<file path="src/rtl/mux8_ser_pkg.sv">
// rtl/mux8_ser_pkg.sv - shared types and constants for mux8_serializer (PARITY encoding exists only with MUX8_SER_PARITY_EN)
package mux8_ser_pkg;

    localparam int DATA_W = 8;
    localparam int SEL_W  = 3;
    localparam logic [SEL_W-1:0] LAST_IDX = 3'd7;

`ifdef MUX8_SER_PARITY_EN
    typedef enum logic [1:0] {
        IDLE   = 2'd0,
        SHIFT  = 2'd1,
        PARITY = 2'd2
    } state_e;
`else
    typedef enum logic {
        IDLE  = 1'b0,
        SHIFT = 1'b1
    } state_e;
`endif

endpackage

</file>
<file path="src/rtl/mux8to1_sel.sv">
// rtl/mux8to1_sel.sv - 8-to-1 single-bit multiplexer
module mux8to1_sel
    import mux8_ser_pkg::*;
(
    input  logic [DATA_W-1:0] I,
    input  logic [SEL_W-1:0]  s,
    output logic              Y
);

    assign Y = I[s];

endmodule

</file>
<file path="src/rtl/mux8_serializer.sv">
// rtl/mux8_serializer.sv - 8-bit parallel-to-serial converter with framing strobes; MUX8_SER_PARITY_EN adds an even-parity ninth bit
module mux8_serializer
    import mux8_ser_pkg::*;
#(
    parameter bit MSB_FIRST = 1'b0
) (
    input  logic              clk,
    input  logic              rst_n,
    input  logic              in_valid,
    output logic              in_ready,
    input  logic [DATA_W-1:0] in_data,
    output logic [SEL_W-1:0]  sel,
    output logic              ser_out,
    output logic              ser_valid,
    output logic              frame_start,
    output logic              frame_done,
    output logic              busy
);

    state_e             state_q, state_d;
    logic [SEL_W-1:0]   cnt_q, cnt_d;
    logic [DATA_W-1:0]  hold_q, hold_d;
    logic [SEL_W-1:0]   shift_sel;
    logic               accept;
    logic               last_bit;
    logic               mux_y;

    assign accept    = in_valid && in_ready;
    assign last_bit  = (cnt_q == LAST_IDX);
    assign shift_sel = MSB_FIRST ? ~cnt_q : cnt_q;

    // Select is forced to 0 outside SHIFT so the mux output is never exposed while idle.
    assign sel = (state_q == SHIFT) ? shift_sel : '0;

    mux8to1_sel u_mux (
        .I (hold_q),
        .s (sel),
        .Y (mux_y)
    );

    always_ff @(posedge clk or negedge rst_n) begin
        if (!rst_n) begin
            state_q <= IDLE;
            cnt_q   <= '0;
            hold_q  <= '0;
        end else begin
            state_q <= state_d;
            cnt_q   <= cnt_d;
            hold_q  <= hold_d;
        end
    end

    always_comb begin
        state_d = state_q;
        cnt_d   = cnt_q;
        hold_d  = hold_q;
        case (state_q)
            IDLE: begin
                if (accept) begin
                    state_d = SHIFT;
                    cnt_d   = '0;
                    hold_d  = in_data;
                end
            end
            SHIFT: begin
                if (!last_bit) begin
                    cnt_d = cnt_q + 1'b1;
`ifdef MUX8_SER_PARITY_EN
                end else begin
                    state_d = PARITY;
                end
`else
                end else if (accept) begin
                    // Reload on the last bit keeps the serial stream gap-free.
                    cnt_d  = '0;
                    hold_d = in_data;
                end else begin
                    state_d = IDLE;
                end
`endif
            end
`ifdef MUX8_SER_PARITY_EN
            PARITY: begin
                if (accept) begin
                    state_d = SHIFT;
                    cnt_d   = '0;
                    hold_d  = in_data;
                end else begin
                    state_d = IDLE;
                end
            end
`endif
            default: state_d = IDLE;
        endcase
    end

    always_comb begin
        in_ready    = 1'b0;
        ser_out     = 1'b0;
        ser_valid   = 1'b0;
        frame_start = 1'b0;
        frame_done  = 1'b0;
        busy        = 1'b0;
        case (state_q)
            IDLE: in_ready = 1'b1;
            SHIFT: begin
                ser_out     = mux_y;
                ser_valid   = 1'b1;
                busy        = 1'b1;
                frame_start = (cnt_q == '0);
`ifndef MUX8_SER_PARITY_EN
                frame_done  = last_bit;
                in_ready    = last_bit;
`endif
            end
`ifdef MUX8_SER_PARITY_EN
            PARITY: begin
                ser_out    = ^hold_q;
                ser_valid  = 1'b1;
                busy       = 1'b1;
                frame_done = 1'b1;
                in_ready   = 1'b1;
            end
`endif
            default: in_ready = 1'b0;
        endcase
    end

endmodule

</file>
<file path="config.mk">
export PLATFORM = sky130hd
export DESIGN_NAME = mux8_serializer
export DESIGN_NICKNAME = d
export VERILOG_FILES = /design/src/rtl/mux8_ser_pkg.sv /design/src/rtl/mux8to1_sel.sv /design/src/rtl/mux8_serializer.sv
export SDC_FILE = /design/constraint.sdc
export NUM_CORES = 1
export LEC_CHECK = 0
export ABC_CLOCK_PERIOD_IN_PS = 4400
export CAP_MARGIN = 20
export CORE_UTILIZATION = 30
export DETAILED_ROUTE_END_ITERATION = 10
export PLACE_DENSITY_LB_ADDON = 0.1
export SLEW_MARGIN = 40
export SYNTH_ARGS = -nofsm -noshare
export SYNTH_HDL_FRONTEND = slang
export SYNTH_HIERARCHICAL = 1
export SYNTH_SLANG_ARGS = --single-unit
</file>
<file path="constraint.sdc">
create_clock -name clk -period 4.4 [get_ports clk]
set_input_delay 0.44 -clock clk [delete_from_list [all_inputs] [get_ports clk]]
set_output_delay 0.44 -clock clk [all_outputs]
set_load 0.005 [all_outputs]
</file>
# After elaboration in Yosys (flattened, before gate mapping)
# Index checks and enable logic that the tools add are counted.
[word_totals] regBits=12 out_inout_bits=9
[classes] n_addsub=1 n_lt_le_gt_ge=1 eq_ne=2 muxes=17 n_bitwise=1 reduce_logical=2
[op_table] op="two-way mux 8 bit" n=2
[op_table] op="case mux 8 bit (2 select lines)" n=1
[op_table] op="two-way mux 3 bit" n=3
[op_table] op="two-way mux 1 bit" n=7
[op_table] op="case mux 3 bit (2 select lines)" n=1
[op_table] op="< comparator 3 x 4 -> 1 bit (second input constant)" n=1
[op_table] op="case mux 1 bit (2 select lines)" n=2
[op_table] op="adder 3 x 1 -> 3 bit (second input constant)" n=1
[op_table] op="binary-select mux 1 bit (select 3 bit)" n=1
[op_table] op="== test 3 bit (second input constant)" n=1
[op_table] op="zero test 3 bit" n=1
[op_table] op="inequality test 2 x 1 -> 1 bit (second input constant)" n=1
[op_table] op="logical AND 1 bit" n=1
[op_table] op="NOT 1 bit" n=1

# Depth between registers and ports, before layout
# Gate-level depths: netlist of the first run.
[depth] ltp_word=6 ltp_mapped=6 ltp_nobuf=5

# Hierarchy
# Netlist of the first run, hierarchy kept.
[by_module_without_submodules] module="mux8_serializer" n_inst=1 cells_each=45 area_per_inst_um2=610.6 seq_area_each_um2=300.3
[by_module_without_submodules] module="mux8to1_sel" n_inst=1 cells_each=3 area_per_inst_um2=63.8 seq_area_each_um2=0.0

# Worst setup path after synthesis of the first run
# No wires, ideal clock.
[synth_timing] path_kind="reg-to-output" from="register state_q" to="output port ser_out" t_arrival_ns=1.618 t_required_ns=3.960 setup_slack_ns=2.342 path_stages_with_launch=5 path_cell_list="dfrtp_1 and2_2 mux4_1 mux2_2 and2_2"
[synth_via] elab_chain_len=4
[synth_lines] item="from (decl)" line_no="mux8_serializer.sv:20" text="state_e state_q, state_d;"
[synth_lines] item="from (signal assigned)" line_no="mux8_serializer.sv:47" text="state_q <= state_d;"
[synth_lines] item="two-way mux 3 bit" line_no="mux8_serializer.sv:33" text="assign sel = (state_q == SHIFT) ? shift_sel : '0;"
[synth_lines] item="named net sel[0]" line_no="mux8_serializer.sv:12" text="output logic [SEL_W-1:0] sel,"
[synth_lines] item="binary-select mux 1 bit (select 3 bit)" line_no="mux8to1_sel.sv:10" text="assign Y = I[s];"
[synth_lines] item="two-way mux 1 bit (implied by the code)" line_no="mux8to1_sel.sv:10"
[synth_lines] item="named net mux_y" line_no="mux8_serializer.sv:26" text="logic mux_y;"
[synth_lines] item="two-way mux 1 bit" line_no="mux8_serializer.sv:104" text="case (state_q)"
[synth_lines] item="to (decl)" line_no="mux8_serializer.sv:13" text="output logic ser_out,"
# The timed path passes the listed nets, and every way through them passes these cells. The select of a mux whose other input is x is not followed.

# Worst setup path in the final report of the first run
[layout_timing] from="register state_q" to="output port ser_out"
[layout_via] elab_chain_len=4
[layout_lines] item="two-way mux 3 bit" line_no="mux8_serializer.sv:33"
[layout_lines] item="binary-select mux 1 bit (select 3 bit)" line_no="mux8to1_sel.sv:10"
[layout_lines] item="two-way mux 1 bit (implied by the code)" line_no="mux8to1_sel.sv:10"
[layout_lines] item="named net mux_y" line_no="mux8_serializer.sv:26"
[layout_lines] item="two-way mux 1 bit" line_no="mux8_serializer.sv:104"
# The timed path passes the listed nets, and every way through them passes these cells. The select of a mux whose other input is x is not followed.

==> results of run 1 <==
layer usage:
layer / wire length, um / GRT usage (%) / vias to the layer above
li1: - / - / 211
met3: 73 / 3.74 / 0
met4: 0 / 4.29 / 0
met2: 526 / 17.8 / 12
met5: 0 / 0 / -
met1: 573 / 15.6 / 208
cell usage in the layout, fill, tap and decap left out:
cell / netlist / final
nand2b_2: 1 / 1
clkdlybuf4s50_1: 0 / 19
and2_2: 5 / 5
mux4_1: 2 / 2
nand2_8: 1 / 1
dfrtp_1: 12 / 12
ha_1: 3 / 3
mux2_4: 8 / 8
mux2_2: 1 / 1
inv_1: 4 / 4
o21ai_0: 3 / 3
nand2_1: 1 / 1
or2b_1: 1 / 1
nor2_1: 1 / 1
nand3b_1: 3 / 3
clkbuf_4: 0 / 3
layout make-up:
cell class | count | area share (%)
Clock buffer | 3 | 2.50
Inverter | 4 | 1.66
Multi-Input combinational cell | 30 | 37.7
Sequential cell | 12 | 33.3
Tap cell | 27 | 3.74
Timing Repair Buffer | 19 | 21.1
kinds of logic after synthesis:
family,Yosys count
adders and majority gates,3
and+or+nand+nor,13
muxes,11
AOI/OAI and AO/OA,3
buffers and inverters,6
DFF,12
final timing paths:
| kind | startpoint | depth (start not counted) | to |
|---|---|---|---|
| min reg2reg | hold_q[3] | 1 | hold_q[3] |
| min in group asynchronous | rst_n | 1 | hold_q[6] |
| max | state_q | 5 | ser_out |
| max reg2reg | cnt_q[0] | 5 | hold_q[6] |
| min | hold_q[3] | 1 | hold_q[3] |
| max in group asynchronous | rst_n | 1 | cnt_q[0] |
stage by stage:
| stage | setup slack, ps | area (um2) | hold slack, ps | std cells |
|---|---|---|---|---|
| 2_1_floorplan | 2340 | 674 | 144 | 48 |
| 3_3_place_gp | 1890 | 880 | 496 | 92 |
| 3_5_place_dp | 1830 | 880 | 504 | 92 |
| 4_1_cts | 1530 | 902 | 522 | 95 |
| 5_1_grt | 1410 | 902 | 535 | 95 |
| 6_report | 1570 | 902 | 519 | 95 |
state kept, by name, summed over array words and instances (netlist names):
name and flops:
cnt_q 3, hold_q 8, state_q 1
power groups by stage:
stage	Combinational [mW]	Sequential [mW]	Clock (mW)
2_1_floorplan	0.233	0.194	0
3_3_place_gp	0.338	0.212	0
3_5_place_dp	0.342	0.213	0
4_1_cts	0.343	0.211	0.0696
5_1_grt	0.379	0.219	0.0743
6_report	0.336	0.209	0.0642
==> results.ini, run 1 <==
[run_status]
outcome=finished, final reports clean

[synthesis]
synthMostInstantiatedCell=dfrtp_1
syn_area_um2=674
synth_xor_area_share_pct=0
ys_top_cells_by_area=dfrtp_1, mux2_4, mux4_1
synth.distinct_cells=16
yosysSeqAreaShare_pct=44.5
ys_ff_latch=12
post-synth-top-area-cell=dfrtp_1
synth_top_area_share_pct=44.5
synth_top_family_by_area=multiplexers
synth_fa_ha_area_share_pct=5.57
synth_compound_area_share_pct=2.23
yosysWarnings=6
ys.flop_type=dfrtp_1
synth_area_per_cell_um2=14.0
synthesis.nets=62
postSynthCellCount=48
synth-simple-area-share_pct=15.4
synth_edf_count=0
synth_commonest_cells=dfrtp_1, mux2_4, and2_2
synthMuxAreaShare_pct=27.3
synthArstFlopShare_pct=100

[power_and_ir_drop]
switchingPower_mw=0.181
switching_share_pct=29.8
p_per_area_mw_per_mm2=676
p_clk_share_pct=10.5
ir_worst_vdd_uv=293
seqPwrFrac_pct=34.4
combinationalPowerShare_pct=55.1
p_total_mw=0.609
p_leak_nw=0.411
p_int_mw=0.428

[setup_path]
end_kind=output pin
worstPathArrival_ps=2390
reg2reg_slack_ps=2710
cp_slowest_cell=mux4_1
crit_path_frequent_cell=and2_2
critPathKind=reg2out
crit_path_start_kind=register
cp.required_ps=3960
critPathMaxStageDelay_ps=550
critPathBufInv=1
critical-path-top-delay-family=multiplexers
cp_max_fo=9
path_cells=and2_2 -> mux4_1 -> mux2_2 -> and2_2 -> clkdlybuf4s50_1

[floorplan]
ios=20
dieWidth_um=49.4
dieArea_mm2=0.00244
die_h_um=49.4
placementRows=16
core_mm2=0.00204
initial_core_util_pct=33.0

[placement]
port_buffers=19
place_congestion=0.644
hpwl_um=931

[global_routing]
grt_first_pass_wirelength_um=2140
grt_pass1_vias=455
grt_max_degree=13
track_usage_pct=11.8
grt.overflow.total=0
antenna_found_initial=0

[cells_and_area]
fill_cells=211
fin_nets=84
drive_gt1_share_pct=27.9
final_core_util_pct=44.2
multi_input_area_um2=340
regArea_um2=300
synthToLayoutAreaGrowth_pct=33.8
diodes=0

[detailed_routing]
detail-route-antenna-nets=0
drt-wirelength-per-cell_um=12.3
vias=431
wl_um=1170
initialDrtViolationCount=1
drc=0
first_pass_iters=2
post_drt_via_cell_ratio=4.54

[clocking]
cts_hold_buf=0
cts_setup_buffers=0
clk_pin_slew_ps=70
cts_tree=built
cts.sinks=12
numCtsBuffers=3
ctsHtreeMaxLevel=1
clk_latency_ps=260
clk_path_buf_depth=2
ctsResizeCount=0
cts_root_buf=clkbuf_4

[sta]
slew_viol_final=0
setup_viol=0
tightest_slew_ps=552
post-route-period-util_pct=64.3
period_minus_slack_ps=2830
rsz0062_at_grt=false
timing.slew.headroom_pct=63.1
fmax_ghz=0.353
hold_violations=0
setup_tns_ps=0
skew_ps=1.06

[run]
maxCapViolCount=0

[min_path]
hp-class=reg2reg

No activity file was read; power rests on OpenSTA's default activity.
==> inputs of run 2 (changes only) <==
ABC_CLOCK_PERIOD_IN_PS = 2500   (was 4400)
clock period = 2.5 ns   (was 4.4 ns; I/O delays follow)
==> results.ini, run 2 (synthesis results as in run 1) <==
[sta]
post-route-period-util_pct=87.6
hold_violations=0
setup_viol=0
rsz0062_at_grt=false
timing.slew.headroom_pct=61.9
slew_viol_final=0
period_minus_slack_ps=2190
fmax_ghz=0.456
tightest_slew_ps=569
skew_ps=2.98
setup_tns_ps=0

[setup_path]
cp_max_fo=9
path_cells=buf_4 -> ha_1 -> ha_1 -> nand2b_2 -> clkdlybuf4s50_1
end_kind=output pin
cp.required_ps=2250
cp_slowest_cell=clkdlybuf4s50_1
critical-path-top-delay-family=buffers and inverters
critPathKind=reg2out
critPathMaxStageDelay_ps=490
critPathBufInv=2
crit_path_frequent_cell=ha_1
crit_path_start_kind=register
worstPathArrival_ps=1940

[floorplan]
core_mm2=0.00204
die_h_um=49.4
ios=20
initial_core_util_pct=33.0
dieArea_mm2=0.00244
placementRows=16
dieWidth_um=49.4

[run_status]
outcome=finished, final reports clean

[global_routing]
use_met1_pct=15.2
globalRouteMet3Util_pct=6.85
antenna_found_initial=0
grt_max_degree=13
grt.overflow.total=0
top_usage_layer=met2
track_usage_pct=11.4
grt_pass1_vias=398
grtUsageMet2_pct=15.3
grt_first_pass_wirelength_um=2010

[clocking]
cts_root_buf=clkbuf_4
clk_pin_slew_ps=80
numCtsBuffers=3
cts_hold_buf=0
clk_latency_ps=270
clk_path_buf_depth=2
cts_tree=built
ctsHtreeMaxLevel=1
cts.sinks=12

[cells_and_area]
largest_register=hold_q
design_area_um2=931
fin_nets=86
synthToLayoutAreaGrowth_pct=38.0
diodes=0
top_regs=hold_q x8, cnt_q x3, state_q x1
largest_register_ffs=8
fill_cells=213
drive_gt1_share_pct=32.4
layout_common_cells=clkdlybuf4s50_1, dfrtp_1, mux2_4, and2_2, inv_1
final_common_cell=clkdlybuf4s50_1

[detailed_routing]
drt-wirelength-per-cell_um=12.7
drc=0
first_pass_iters=4
wl_um=1250
post_drt_via_cell_ratio=4.41
detail-route-antenna-nets=0
vias=432
initialDrtViolationCount=9

[run]
maxCapViolCount=0

[min_path]
hp-class=in2async

[placement]
port_buffers=19
place_congestion=0.679
placed_area_um2=887
hpwl_um=898

[power_and_ir_drop]
p_per_area_mw_per_mm2=1220
p_leak_nw=0.436
ir_worst_vdd_uv=619

==> run 2: cell count changes in the layout (fill, tap and decap cells not counted), sizes merged <==
cell / delta
dlymetal6s2s: +1
clkdlybuf4s50: -1
buf: +2
clkbuf: +1
==> run 2: what timing repair did <==
item / 4_1_cts / 5_1_grt
setup buffers: 1 / 0
gates cloned: 0 / 0
resized for setup: 0 / 3
pin swaps: 0 / 1
endpoints found under the setup margin: 1 / 1
==> run 2: metal layers <==
layer | vias up | wire length (um)
li1 | 207 | -
met1 | 209 | 613
met2 | 16 | 546
met3 | 0 | 87
met4 | 0 | 0
met5 | - | 0
==> run 2: layout make-up <==
class	instances	area (um2)	area share (%)
clock buffer	4	36.3	3.90
inverter	4	15.0	1.61
multi-input combinational	30	338	36.3
sequential	12	300	32.3
tap	27	33.8	3.63
timing repair buffer	21	208	22.3
==> run 2: final timing paths <==
path                            cells past startpoint      start  slack [ps]         to
worst max-delay path                                5   cnt_q[0]         310   in_ready
worst min-delay path                                1      rst_n         340  hold_q[7]
worst max register to register                      6   cnt_q[0]         730  hold_q[5]
max in group asynchronous                           1      rst_n        1790   cnt_q[0]
min in group clk                                    1  hold_q[0]         520  hold_q[0]
worst min register to register                      1  hold_q[0]         520  hold_q[0]
==> run 2: power by group <==
part	switching (mW)	internal (mW)
logic	0.203	0.421
registers	0.0669	0.292
clock network	0.0674	0.0885
==> run 2: stage by stage <==
step / hold WS, ps / power, mW / util (%) / instances / setup WS [ps]
final: 336 / 1.14 / 45.6 / 98 / 309
after global routing: 361 / 1.24 / 45.6 / 98 / 189
after CTS: 340 / 1.15 / 45.6 / 98 / 10.1
after detailed placement: 494 / 0.973 / 43.4 / 93 / 253
after global placement: 503 / 0.972 / 43.4 / 93 / 277
after floorplan: -45.6 / 0.753 / - / 48 / 632
